$ cat src/rtl/mdu_iterative.sv
// RV32M multiply/divide unit: shift-add multiply, restoring divide, one op in flight.
// Latency: XLEN+1 cycles from accepted start to done_o; divide-special cases (and MUL* with MDU_FAST_MUL_EN) take 1.
// Backpressure: busy_o is high from acceptance through DONE; start_i is ignored while busy_o=1.
module mdu_iterative #(
  parameter int XLEN = 32
) (
  input  logic            clk_i,
  input  logic            rst_ni,
  input  logic            start_i,
  input  logic [2:0]      funct3_i,
  input  logic [XLEN-1:0] rs1_data_i,
  input  logic [XLEN-1:0] rs2_data_i,
  input  logic [4:0]      rd_addr_i,
  output logic            busy_o,
  output logic            done_o,
  output logic [4:0]      rd_addr_o,
  output logic [XLEN-1:0] rd_data_o,
  output logic            rd_wren_o
);

  localparam int CW = $clog2(XLEN);
  localparam logic [XLEN-1:0] MIN_NEG = {1'b1, {(XLEN-1){1'b0}}};

  typedef enum logic [1:0] {IDLE, CALC, DONE} state_t;

  state_t          state;
  logic [CW-1:0]   cnt;
  logic [2:0]      op;
  logic [XLEN-1:0] acc_hi;
  logic [XLEN-1:0] acc_lo;
  logic [XLEN-1:0] opb;
  logic            neg_q;
  logic            neg_r;

  function automatic logic [XLEN-1:0] mul_result(input logic [1:0] f,
                                                 input logic [2*XLEN-1:0] p,
                                                 input logic neg);
    logic [2*XLEN-1:0] s;
    s = neg ? -p : p;
    return (f == 2'b00) ? s[XLEN-1:0] : s[2*XLEN-1:XLEN];
  endfunction

  logic            is_div, a_sgn, b_sgn, a_neg, b_neg;
  logic            div_zero, div_ovf, special, fast_mul;
  logic [XLEN-1:0] a_mag, b_mag, special_res, fast_res;
`ifdef MDU_FAST_MUL_EN
  logic [2*XLEN-1:0] fast_prod;
`endif

  // Decode of the request as presented in IDLE; MULHSU treats only rs1 as signed.
  always_comb begin
    is_div   = funct3_i[2];
    a_sgn    = is_div ? ~funct3_i[0] : ~(funct3_i[1] & funct3_i[0]);
    b_sgn    = is_div ? ~funct3_i[0] : ~funct3_i[1];
    a_neg    = a_sgn & rs1_data_i[XLEN-1];
    b_neg    = b_sgn & rs2_data_i[XLEN-1];
    a_mag    = a_neg ? -rs1_data_i : rs1_data_i;
    b_mag    = b_neg ? -rs2_data_i : rs2_data_i;
    div_zero = is_div && (rs2_data_i == '0);
    div_ovf  = is_div && !funct3_i[0] && (rs1_data_i == MIN_NEG) && (rs2_data_i == '1);
    special  = div_zero || div_ovf;
    if (div_zero) special_res = funct3_i[1] ? rs1_data_i : '1;
    else          special_res = funct3_i[1] ? '0 : rs1_data_i;
`ifdef MDU_FAST_MUL_EN
    fast_prod = {{XLEN{1'b0}}, a_mag} * {{XLEN{1'b0}}, b_mag};
    fast_mul  = !is_div;
    fast_res  = mul_result(funct3_i[1:0], fast_prod, a_neg ^ b_neg);
`else
    fast_mul  = 1'b0;
    fast_res  = '0;
`endif
  end

  logic [XLEN:0]   add_sum, shifted, diff;
  logic [XLEN-1:0] hi_nx, lo_nx, calc_res;

  // One iteration: acc_lo holds the multiplier (mul) or the dividend/quotient (div).
  always_comb begin
    add_sum = {1'b0, acc_hi} + (acc_lo[0] ? {1'b0, opb} : '0);
    shifted = {acc_hi, acc_lo[XLEN-1]};
    diff    = shifted - {1'b0, opb};
    if (op[2]) begin
      if (!diff[XLEN]) begin
        hi_nx = diff[XLEN-1:0];
        lo_nx = {acc_lo[XLEN-2:0], 1'b1};
      end else begin
        hi_nx = shifted[XLEN-1:0];
        lo_nx = {acc_lo[XLEN-2:0], 1'b0};
      end
    end else begin
      hi_nx = add_sum[XLEN:1];
      lo_nx = {add_sum[0], acc_lo[XLEN-1:1]};
    end
    if (op[2]) calc_res = op[1] ? (neg_r ? -hi_nx : hi_nx) : (neg_q ? -lo_nx : lo_nx);
    else       calc_res = mul_result(op[1:0], {hi_nx, lo_nx}, neg_q);
  end

  always_ff @(posedge clk_i or negedge rst_ni) begin
    if (!rst_ni) begin
      state     <= IDLE;
      cnt       <= '0;
      op        <= '0;
      acc_hi    <= '0;
      acc_lo    <= '0;
      opb       <= '0;
      neg_q     <= 1'b0;
      neg_r     <= 1'b0;
      busy_o    <= 1'b0;
      done_o    <= 1'b0;
      rd_addr_o <= '0;
      rd_data_o <= '0;
      rd_wren_o <= 1'b0;
    end else begin
      done_o    <= 1'b0;
      rd_wren_o <= 1'b0;
      case (state)
        IDLE: begin
          if (start_i) begin
            op        <= funct3_i;
            rd_addr_o <= rd_addr_i;
            neg_q     <= a_neg ^ b_neg;
            neg_r     <= a_neg;
            cnt       <= CW'(XLEN-1);
            acc_hi    <= '0;
            acc_lo    <= is_div ? a_mag : b_mag;
            opb       <= is_div ? b_mag : a_mag;
            busy_o    <= 1'b1;
            if (special || fast_mul) begin
              state     <= DONE;
              done_o    <= 1'b1;
              rd_wren_o <= (rd_addr_i != 5'd0);
              rd_data_o <= special ? special_res : fast_res;
            end else begin
              state <= CALC;
            end
          end
        end
        CALC: begin
          acc_hi <= hi_nx;
          acc_lo <= lo_nx;
          cnt    <= cnt - CW'(1);
          if (cnt == '0) begin
            state     <= DONE;
            done_o    <= 1'b1;
            rd_wren_o <= (rd_addr_o != 5'd0);
            rd_data_o <= calc_res;
          end
        end
        default: begin
          state  <= IDLE;
          busy_o <= 1'b0;
        end
      endcase
    end
  end

endmodule

$ cat config.mk
export PLATFORM = sky130hd
export DESIGN_NAME = mdu_iterative
export DESIGN_NICKNAME = d
export VERILOG_FILES = /design/src/rtl/mdu_iterative.sv
export SDC_FILE = /design/constraint.sdc
export NUM_CORES = 1
export LEC_CHECK = 0
export CORE_MARGIN = 3
export CORE_UTILIZATION = 50
export DETAILED_ROUTE_END_ITERATION = 8
export PLACE_DENSITY_LB_ADDON = 0.3
export SYNTH_ARGS = -nofsm -noshare
export SYNTH_HDL_FRONTEND = slang
export SYNTH_SLANG_ARGS = --single-unit
$ cat constraint.sdc
create_clock -name clk_i -period 6 [get_ports clk_i]
set_input_delay 0.9 -clock clk_i [delete_from_list [all_inputs] [get_ports clk_i]]
set_output_delay 0.9 -clock clk_i [all_outputs]
set_load 0.02 [all_outputs]
==> results.toml, run 1 <==
[floorplanning]
die_w_um = 186.5
fp.dieH_um = 186.5
fp-row-count = 65
coreArea_um2 = 31800
pin_count = 115
dieArea_um2 = 34770
start_util_pct = 51.21

[layout]
finalNetCount = 2379
drive_gt1_share_pct = 6.726
fin_area_um2 = 18330
fill_cells = 3022
area_delta_synth_final_pct = 12.56
layout_common_cells = "286 x nand2_1, 205 x a21oi_1, 184 x nor2_1"
layout_commonest_cell = "nand2_1"

[clock_network]
clk_latency_ns = 0.46
cts-resized-gates = 0
clkSlewWorstSetupHoldPaths_ns = 0.07
cts_sinks = 148
cts_root_buffer = "clkbuf_16"
cts_tree = "built"
cts_buffers = 17
htree_levels = 4
cts_buffer_depth = 2
hold_buffers = 0
cts_setup_buffers = 0

[grt]
grt_pass1_wl_um = 104300
grt_use_total_pct = 38.96
grt_pass1_vias = 17000
grt_max_degree = 129
overflow = 0
antenna_found_initial = 8

[synthesis]
synth_fp_nets = 2330
synth.cell_area_um2 = 16280
yosysSeqAreaShare_pct = 22.74
synth_top_cell_by_area = "dfrtp_1"
ys_types = 96
synth_seq_cells = 148
yosysWarnings = 0
syn_inst = 2183
synth.area.top_cells = "dfrtp_1 23%, nand2_1 6.6%, a21oi_1 6.3%"
synth_ff_type = "dfrtp_1"
synth_edf_count = 0
synth_top_area_share_pct = 22.74
ys_async_sr_fraction_pct = 100.0
postSynthAreaPerCell_um2 = 7.459

[timing]
worstMarginPinSlew_ns = 1.146
setup_viol = 0
relSlewSlack_pct = 23.11
fmax_ghz = 0.1733
finClkSkew_ns = 0.01492
fin_tns_setup_ns = 0
post-route-min-period_ns = 5.772
rsz0062_at_grt = "no"
finalCritPeriodShare_pct = 96.20
hold_slack_ns = 0.3867
final-hold-violation-count = 0
finalMaxSlewViolations = 0

[placement]
dpl.hpwl_um = 54280
gp_congestion = 1.035
post_dp_cell_area_um2 = 17710
portBuffers = 114

[routing]
firstDrtPassIters = 6
vias = 17930
drc = 0
vias_per_cell = 6.686
drtAntennaViolNets = 0
dr.first_iter.drc_count = 2076
wl_per_cell_um = 26.08
routed_wl_um = 69920

[min_path]
hp-class = "in -> async"

[critical_path]
path_class = "reg -> reg"
worstPathArrival_ns = 6.11
end_kind = "flop"
crit_required_ns = 6.34
crit_start = "acc_hi[16]"
worstReg2RegStart = "acc_hi[16]"
crit_fanout = 9
start_kind = "flop"

[job]
drv_cap = 0

[run_status]
status = "complete, no violations"
## worst paths after layout
| check | endpoint | slack (ns) | depth (start not counted) |
|---|---|---|---|
| setup / recovery | rd_data_o[16] | 0.23 | 19 |
| hold / removal | acc_hi[28] | 0.39 | 1 |
| setup reg to reg | rd_data_o[16] | 0.23 | 19 |
| hold reg to reg | cnt[3] | 0.48 | 1 |
| max in group asynchronous | op[2] | 4.43 | 2 |
| min in group clk_i | cnt[3] | 0.48 | 1 |
## worst max-delay path, stage by stage, from the launching register on
cell,delay (ns)
dfrtp_1,0.43
ha_1,0.46
a21oi_4,0.25
o21ai_2,0.10
a221o_1,0.37
or3_1,0.43
o2111ai_1,0.42
o311ai_2,0.32
inv_1,0.25
ha_1,0.30
nand2_1,0.09
or3_1,0.35
a32o_2,0.33
a2111oi_4,0.27
buf_4,0.23
a21boi_0,0.12
xnor2_1,0.16
a221oi_1,0.37
nor3_1,0.12
a211o_1,0.27
## cell families after synthesis
family          share of synthesized area [%]
compound gates                          29.98
xor+xnor                                9.574
fa+ha+maj                               5.625
buf+inv                                 5.356
flops                                   22.74
mux                                     3.665
simple gates                            23.06
## layout make-up
type                            instances  area, µm²  share of cell area, %
Multi-Input combinational cell       1842      11730                  64.01
Sequential cell                       148       3707                  20.23
Timing Repair Buffer                  160       1485                  8.103
Tap cell                              435      544.3                  2.969
Clock buffer                           21      470.5                  2.567
Inverter                               63      236.5                  1.290
Clock inverter                         11      150.1                 0.8192
Antenna cell                            1      2.502                0.01365
## state kept, by name, indices dropped and copies added (netlist names)
signal,count
rd_wren_o,1
rd_data_o,32
cnt,5
acc_lo,32
acc_hi,32
done_o,1
state,2
rd_addr_o,5
neg_q,1
opb,32
neg_r,1
op,3
busy_o,1
## cells in the mapped netlist, types with 17 or more instances
| library cell | number |
|---|---|
| nand2_1 | 286 |
| a21oi_1 | 206 |
| nor2_1 | 185 |
| o21ai_0 | 183 |
| dfrtp_1 | 148 |
| xnor2_1 | 99 |
| clkbuf_1 | 89 |
| xor2_1 | 79 |
| nor3_1 | 76 |
| ha_1 | 70 |
| inv_1 | 63 |
| o211ai_1 | 47 |
| mux2i_1 | 45 |
| and2_1 | 43 |
| o221ai_1 | 39 |
| nand3_1 | 32 |
| nand4_1 | 27 |
| a31oi_1 | 26 |
| o31ai_1 | 26 |
| nor4_1 | 25 |
| a211oi_1 | 20 |
| nand2b_1 | 20 |
| a21o_1 | 18 |
| o21a_1 | 18 |
| a22o_1 | 17 |
| or2_2 | 17 |
| or3_1 | 17 |
## metrics by stage
stage | util [%] | cells | setup WS, ns
3_5_place_dp | 55.68 | 2648 | 0.4318
2_1_floorplan | - | 2183 | 0.9622
6_report | 57.64 | 2681 | 0.2280
4_1_cts | 57.63 | 2680 | 0.4006
3_3_place_gp | 55.68 | 2648 | 0.5079
5_1_grt | 57.63 | 2680 | 0.02013
## per-layer routing
layer  global-route usage (%)  routed length (µm)  vias to the layer above
li1                         -                   -                     8128
met1                    47.86               26700                     8551
met2                    60.39               30630                      991
met3                    8.548                6647                      249
met4                    28.38                5903                        6
met5                        0                  37                        -
Power of run 1 is not shown: default switching activity piles up to over one toggle a cycle in this logic, so the estimate is an artifact.
==> run 2: changes to the inputs <==
CELL_PAD_IN_SITES_DETAIL_PLACEMENT = 1   (was default)
CELL_PAD_IN_SITES_GLOBAL_PLACEMENT = 1   (was default)
CORE_UTILIZATION = 45   (was 50)
HOLD_SLACK_MARGIN = 0.08   (was default)
==> run 2 against run 1 <==
Effect of this change: maximum frequency up 1.3%; global-route usage down 0.70 points; die area up 11%; non-clock buffer count up 6; register-to-register slack better by 0.08 ns; cell count up 1.2%; worst setup slack better by 0.076 ns; clock skew down 0.0049 ns; critical path depth up 3; wire length up 7.4%; via count up 1.6%; utilization down 5.9 points; critical path type unchanged; critical endpoint is now rd_data_o[30].
==> results.toml, run 2 (synthesized netlist as in run 1, its figures left out) <==
[run_status]
status = "complete, no violations"

[routing]
firstDrtPassIters = 6
drtAntennaViolNets = 0
drc = 0
dr.first_iter.drc_count = 1966
wl_per_cell_um = 27.69
routed_wl_um = 75090
vias_per_cell = 6.717
vias = 18220

[placement]
dpl.hpwl_um = 59020
portBuffers = 114
gp_congestion = 1.053

[clock_network]
cts_setup_buffers = 0
hold_buffers = 0
cts_sinks = 148
clk_latency_ns = 0.46
cts_buffers = 17
htree_levels = 4
cts_root_buffer = "clkbuf_16"
cts-resized-gates = 0
cts_buffer_depth = 2
cts_tree = "built"
clkSlewWorstSetupHoldPaths_ns = 0.07

[layout]
layout_common_cells = "286 x nand2_1, 204 x a21oi_1, 183 x nor2_1, 183 x o21ai_0, 147 x dfrtp_1"
area_delta_synth_final_pct = 13.25
diodes = 0
fill_cells = 4517
layout_commonest_cell = "nand2_1"
finalNetCount = 2385
drive_gt1_share_pct = 7.019

[grt]
overflow = 0
grt_max_degree = 98
grt_pass1_wl_um = 113600
grt_use_total_pct = 38.26
grt_pass1_vias = 18280
antenna_found_initial = 4

[floorplanning]
fp-row-count = 69
die_w_um = 196.2
dieArea_um2 = 38500
start_util_pct = 45.67
pin_count = 115
coreArea_um2 = 35660
fp.dieH_um = 196.2

[timing]
finalMaxSlewViolations = 0
finClkSkew_ns = 0.009985
rsz0062_at_grt = "no"
worstMarginPinSlew_ns = 1.147
finalCritPeriodShare_pct = 94.93
final-hold-violation-count = 0
post-route-min-period_ns = 5.696
setup_viol = 0
relSlewSlack_pct = 23.52
fin_tns_setup_ns = 0
fmax_ghz = 0.1756

[critical_path]
critPathSlowestCell = "a2111oi_1"
crit_fanout = 9
r2r_end = "rd_data_o[30]"
critPathCapture = "rd_data_o[30]"
max_stage_delay_ns = 0.44
end_kind = "flop"
worstReg2RegStart = "acc_lo[31]"
worst-r2r-cell-count = 22
r2r_slack_ns = 0.30
worst-path-buf-inv = 4
crit_start = "acc_lo[31]"
cp_num_cells = 22
path_class = "reg -> reg"
crit_required_ns = 6.34
critical_path.top_delay_family = "compound AO/OA/AOI/OAI gates"
worstPathArrival_ns = 6.04
start_kind = "flop"
crit_chain = "inv_1 -> ha_1 -> fa_1 -> nand2b_1 -> a21oi_2 -> o211a_1 -> o21ai_1 -> a2111oi_1 -> buf_4 -> a311oi_1 -> inv_1 -> ha_1 -> nand2_1 -> or3_1 -> a32o_2 -> a2111oi_4 -> buf_4 -> nand2_4 -> o41ai_2 -> xnor2_1 -> a31oi_1 -> a22o_1"

[job]
drv_cap = 0

[min_path]
hp-class = "in -> async"
run 2: worst min-delay path by stage:
stage | start | to | slack, ns | depth (start not counted)
2_1_floorplan | cnt[3] | cnt[3] | 0.45 | 1
3_3_place_gp | cnt[3] | cnt[3] | 0.47 | 1
3_5_place_dp | cnt[3] | cnt[3] | 0.48 | 1
4_1_cts | rst_ni | opb[28] | 0.45 | 1
5_1_grt | rst_ni | opb[28] | 0.46 | 1
6_report | rst_ni | opb[28] | 0.41 | 1
run 2: cell type report:
type | instances | area [µm²] | area share (%)
multi-input combinational | 1842 | 11750 | 63.73
timing repair buffer | 166 | 1543 | 8.366
tap | 461 | 576.8 | 3.128
inverter | 63 | 236.5 | 1.282
clock inverter | 11 | 175.2 | 0.9499
sequential | 148 | 3707 | 20.10
clock buffer | 21 | 450.4 | 2.443
run 2: through the flow:
stage,area [µm²],instances,setup slack (ns),hold slack (ns),utilization (%)
global route,18440,2712,0.003876,0.4556,51.72
global placement,17800,2680,0.6470,0.4651,49.91
detailed placement,17800,2680,0.3715,0.4785,49.91
CTS,18420,2712,0.2285,0.4499,51.67
floorplan,16280,2183,0.9622,0.4457,-
finish,18440,2712,0.3039,0.4139,51.72
run 2: routing by layer:
layer  up-vias  share of wire (%)  global-route usage, %
met5         -                  0                      0
met3       240                7.5                  5.839
li1       8145                  -                      -
met1      8968                 40                  49.23
met4         0                6.7                  21.15
met2       863                 45                  61.76
Power of run 2 is left out for the same reason.
==> run 3: changes to the inputs <==
ABC_AREA = 1   (was default)
CORE_ASPECT_RATIO = 0.5   (was default)
CORE_UTILIZATION = 43   (was 45)
==> run 3 against run 2 <==
Effect of this change: critical path depth grew 10; clock skew up 0.0075 ns; utilization shrank 1.6 points; maximum frequency is 3.4% higher; area after synthesis rose by 13%; count of clock-buffer cells in the layout shrank 2; wire length rose by 32%; register-to-register slack better by 0.19 ns; worst hold slack improved by 0.078 ns; sequential cell count did not move; final area rose by 12%; synthesized cell count grew 46%; largest cell class unchanged.
==> results.toml, run 3 <==
[routing]
dr.first_iter.drc_count = 2985
vias = 23410
drc = 0
drtAntennaViolNets = 0
firstDrtPassIters = 5
wl_per_cell_um = 25.89
routed_wl_um = 99200
vias_per_cell = 6.109

[timing]
final-hold-violation-count = 0
relSlewSlack_pct = 21.06
fmax_ghz = 0.1815
setup_viol = 0
rsz0062_at_grt = "no"
fin_tns_setup_ns = 0
hold_slack_ns = 0.4921
worstMarginPinSlew_ns = 1.180
finClkSkew_ns = 0.01752
post-route-min-period_ns = 5.508
finalCritPeriodShare_pct = 91.81
finalMaxSlewViolations = 0

[synthesis]
yosysMostFrequentCell = "nand2_1"
syn_inst = 3191
synth_top_cell_by_area = "nand2_1"
ys_async_sr_fraction_pct = 100.0
synth_fp_nets = 3338
synthTopCellsByCount = "1042 x nand2_1, 443 x inv_1, 298 x nor2_1"
ys_types = 61
postSynthAreaPerCell_um2 = 5.769
synth_edf_count = 0
synth_ff_type = "dfrtp_1"
synth_seq_cells = 148
yosysSeqAreaShare_pct = 20.12
synth_top_area_share_pct = 21.25
synth.cell_area_um2 = 18410
synth.area.top_cells = "nand2_1 21%, dfrtp_1 20%, inv_1 9.0%"
yosysWarnings = 0

[layout]
layout_commonest_cell = "nand2_1"
finalNetCount = 3398
fill_cells = 5899
drive_gt1_share_pct = 5.392
area_delta_synth_final_pct = 12.43
final-seq-area_um2 = 3710
multi_input_area_um2 = 12490
layout_common_cells = "1042 x nand2_1, 442 x inv_1, 293 x nor2_1"
diodes = 0

[critical_path]
worstPathArrival_ns = 5.87
critPathSlowestCell = "dfrtp_1"
worstReg2RegStart = "opb[20]"
crit_fanout = 33
max_stage_delay_ns = 0.60
end_kind = "flop"
crit_required_ns = 6.36
crit_start = "opb[20]"
path_class = "reg -> reg"
start_kind = "flop"
critical_path.most_common_cell = "nand2_1"

[clock_network]
cts_root_buffer = "clkbuf_16"
htree_levels = 4
cts_tree = "built"
clkSlewWorstSetupHoldPaths_ns = 0.07
clk_latency_ns = 0.48
hold_buffers = 0
cts-resized-gates = 0
cts_sinks = 148
cts_setup_buffers = 0
cts_buffers = 17
cts_buffer_depth = 2

[floorplanning]
fp.dieH_um = 152.3
pin_count = 115
coreArea_um2 = 41310
die_w_um = 298.6
fp-row-count = 52
dieArea_um2 = 45480
start_util_pct = 44.56

[grt]
overflow = 0
grt_pass1_wl_um = 146200
antenna_found_initial = 9
grt_use_total_pct = 42.67
grt_max_degree = 82
grt_pass1_vias = 22780

[min_path]
worstHoldStart = "rd_data_o[27]"
hp-class = "reg -> reg"

[placement]
dpl.hpwl_um = 79680
portBuffers = 114
gp_congestion = 1.056

[job]
drv_cap = 0

[run_status]
status = "complete, no violations"
## run 3: cell types whose count changed after synthesis, sizes merged, moves of 42 or more
cell | before | now
a21oi | 213 | 135
and2 | 43 | 1
inv | 63 | 447
mux2i | 45 | 0
nand2 | 287 | 1085
nand3 | 35 | 275
nor2 | 185 | 319
xnor2 | 99 | 25
## run 3: logic make-up (layout without fill, tap and decap cells)
| logic type | count (synthesis) | count (layout) | share of synthesized area, % |
|---|---|---|---|
| AO/OA/AOI/OAI | 516 | 516 | 16.58 |
| AND/OR/NAND/NOR | 1789 | 1789 | 41.23 |
| buffers and inverters | 563 | 636 | 12.19 |
| adder cells (fa/ha/maj) | 72 | 72 | 4.975 |
| flip-flops | 148 | 148 | 20.12 |
| XOR/XNOR | 103 | 103 | 4.900 |
## run 3: final timing paths
kind / endpoint / slack [ns] / depth (start not counted)
min reg2reg: rd_data_o[27] / 0.49 / 2
max in group asynchronous: acc_hi[5] / 4.33 / 2
max reg2reg: rd_data_o[28] / 0.49 / 32
max: rd_data_o[28] / 0.49 / 32
min: rd_data_o[27] / 0.49 / 2
min in group asynchronous: cnt[0] / 0.51 / 1
## run 3: cell type report
class,instances,area share [%]
clock buffer,19,2.140
sequential,148,17.92
tap,567,3.428
clock inverter,13,0.9370
multi-input combinational,2480,60.36
timing repair buffer,155,7.067
inverter,449,8.143
## run 3: routing by layer
layer / share of wire [%] / track usage [%] / vias up
met1: 43 / 59.12 / 11430
met3: 13 / 14.61 / 252
met4: 3.7 / 14.91 / 18
met2: 40 / 61.31 / 1311
met5: 0.12 / 0 / -
li1: - / - / 10400
## run 3: metrics by stage
stage               cells  setup slack [ns]  utilization [%]  area, µm²
finish               3831            0.4915            50.10      20700
global route         3831            0.1403            50.10      20700
CTS                  3831            0.7231            50.10      20700
detailed placement   3799            0.7965            48.56      20060
global placement     3799             1.018            48.56      20060
floorplan            3191             2.027                -      18410
## run 3: critical path, delay by kind of cell, from the launching register on
family / cells / cell delay (ns)
adders and majority gates: 2 / 0.60
buffers and inverters: 3 / 0.33
DFF: 1 / 0.60
and+or+nand+nor: 27 / 3.84
Power of run 3 is left out for the same reason.
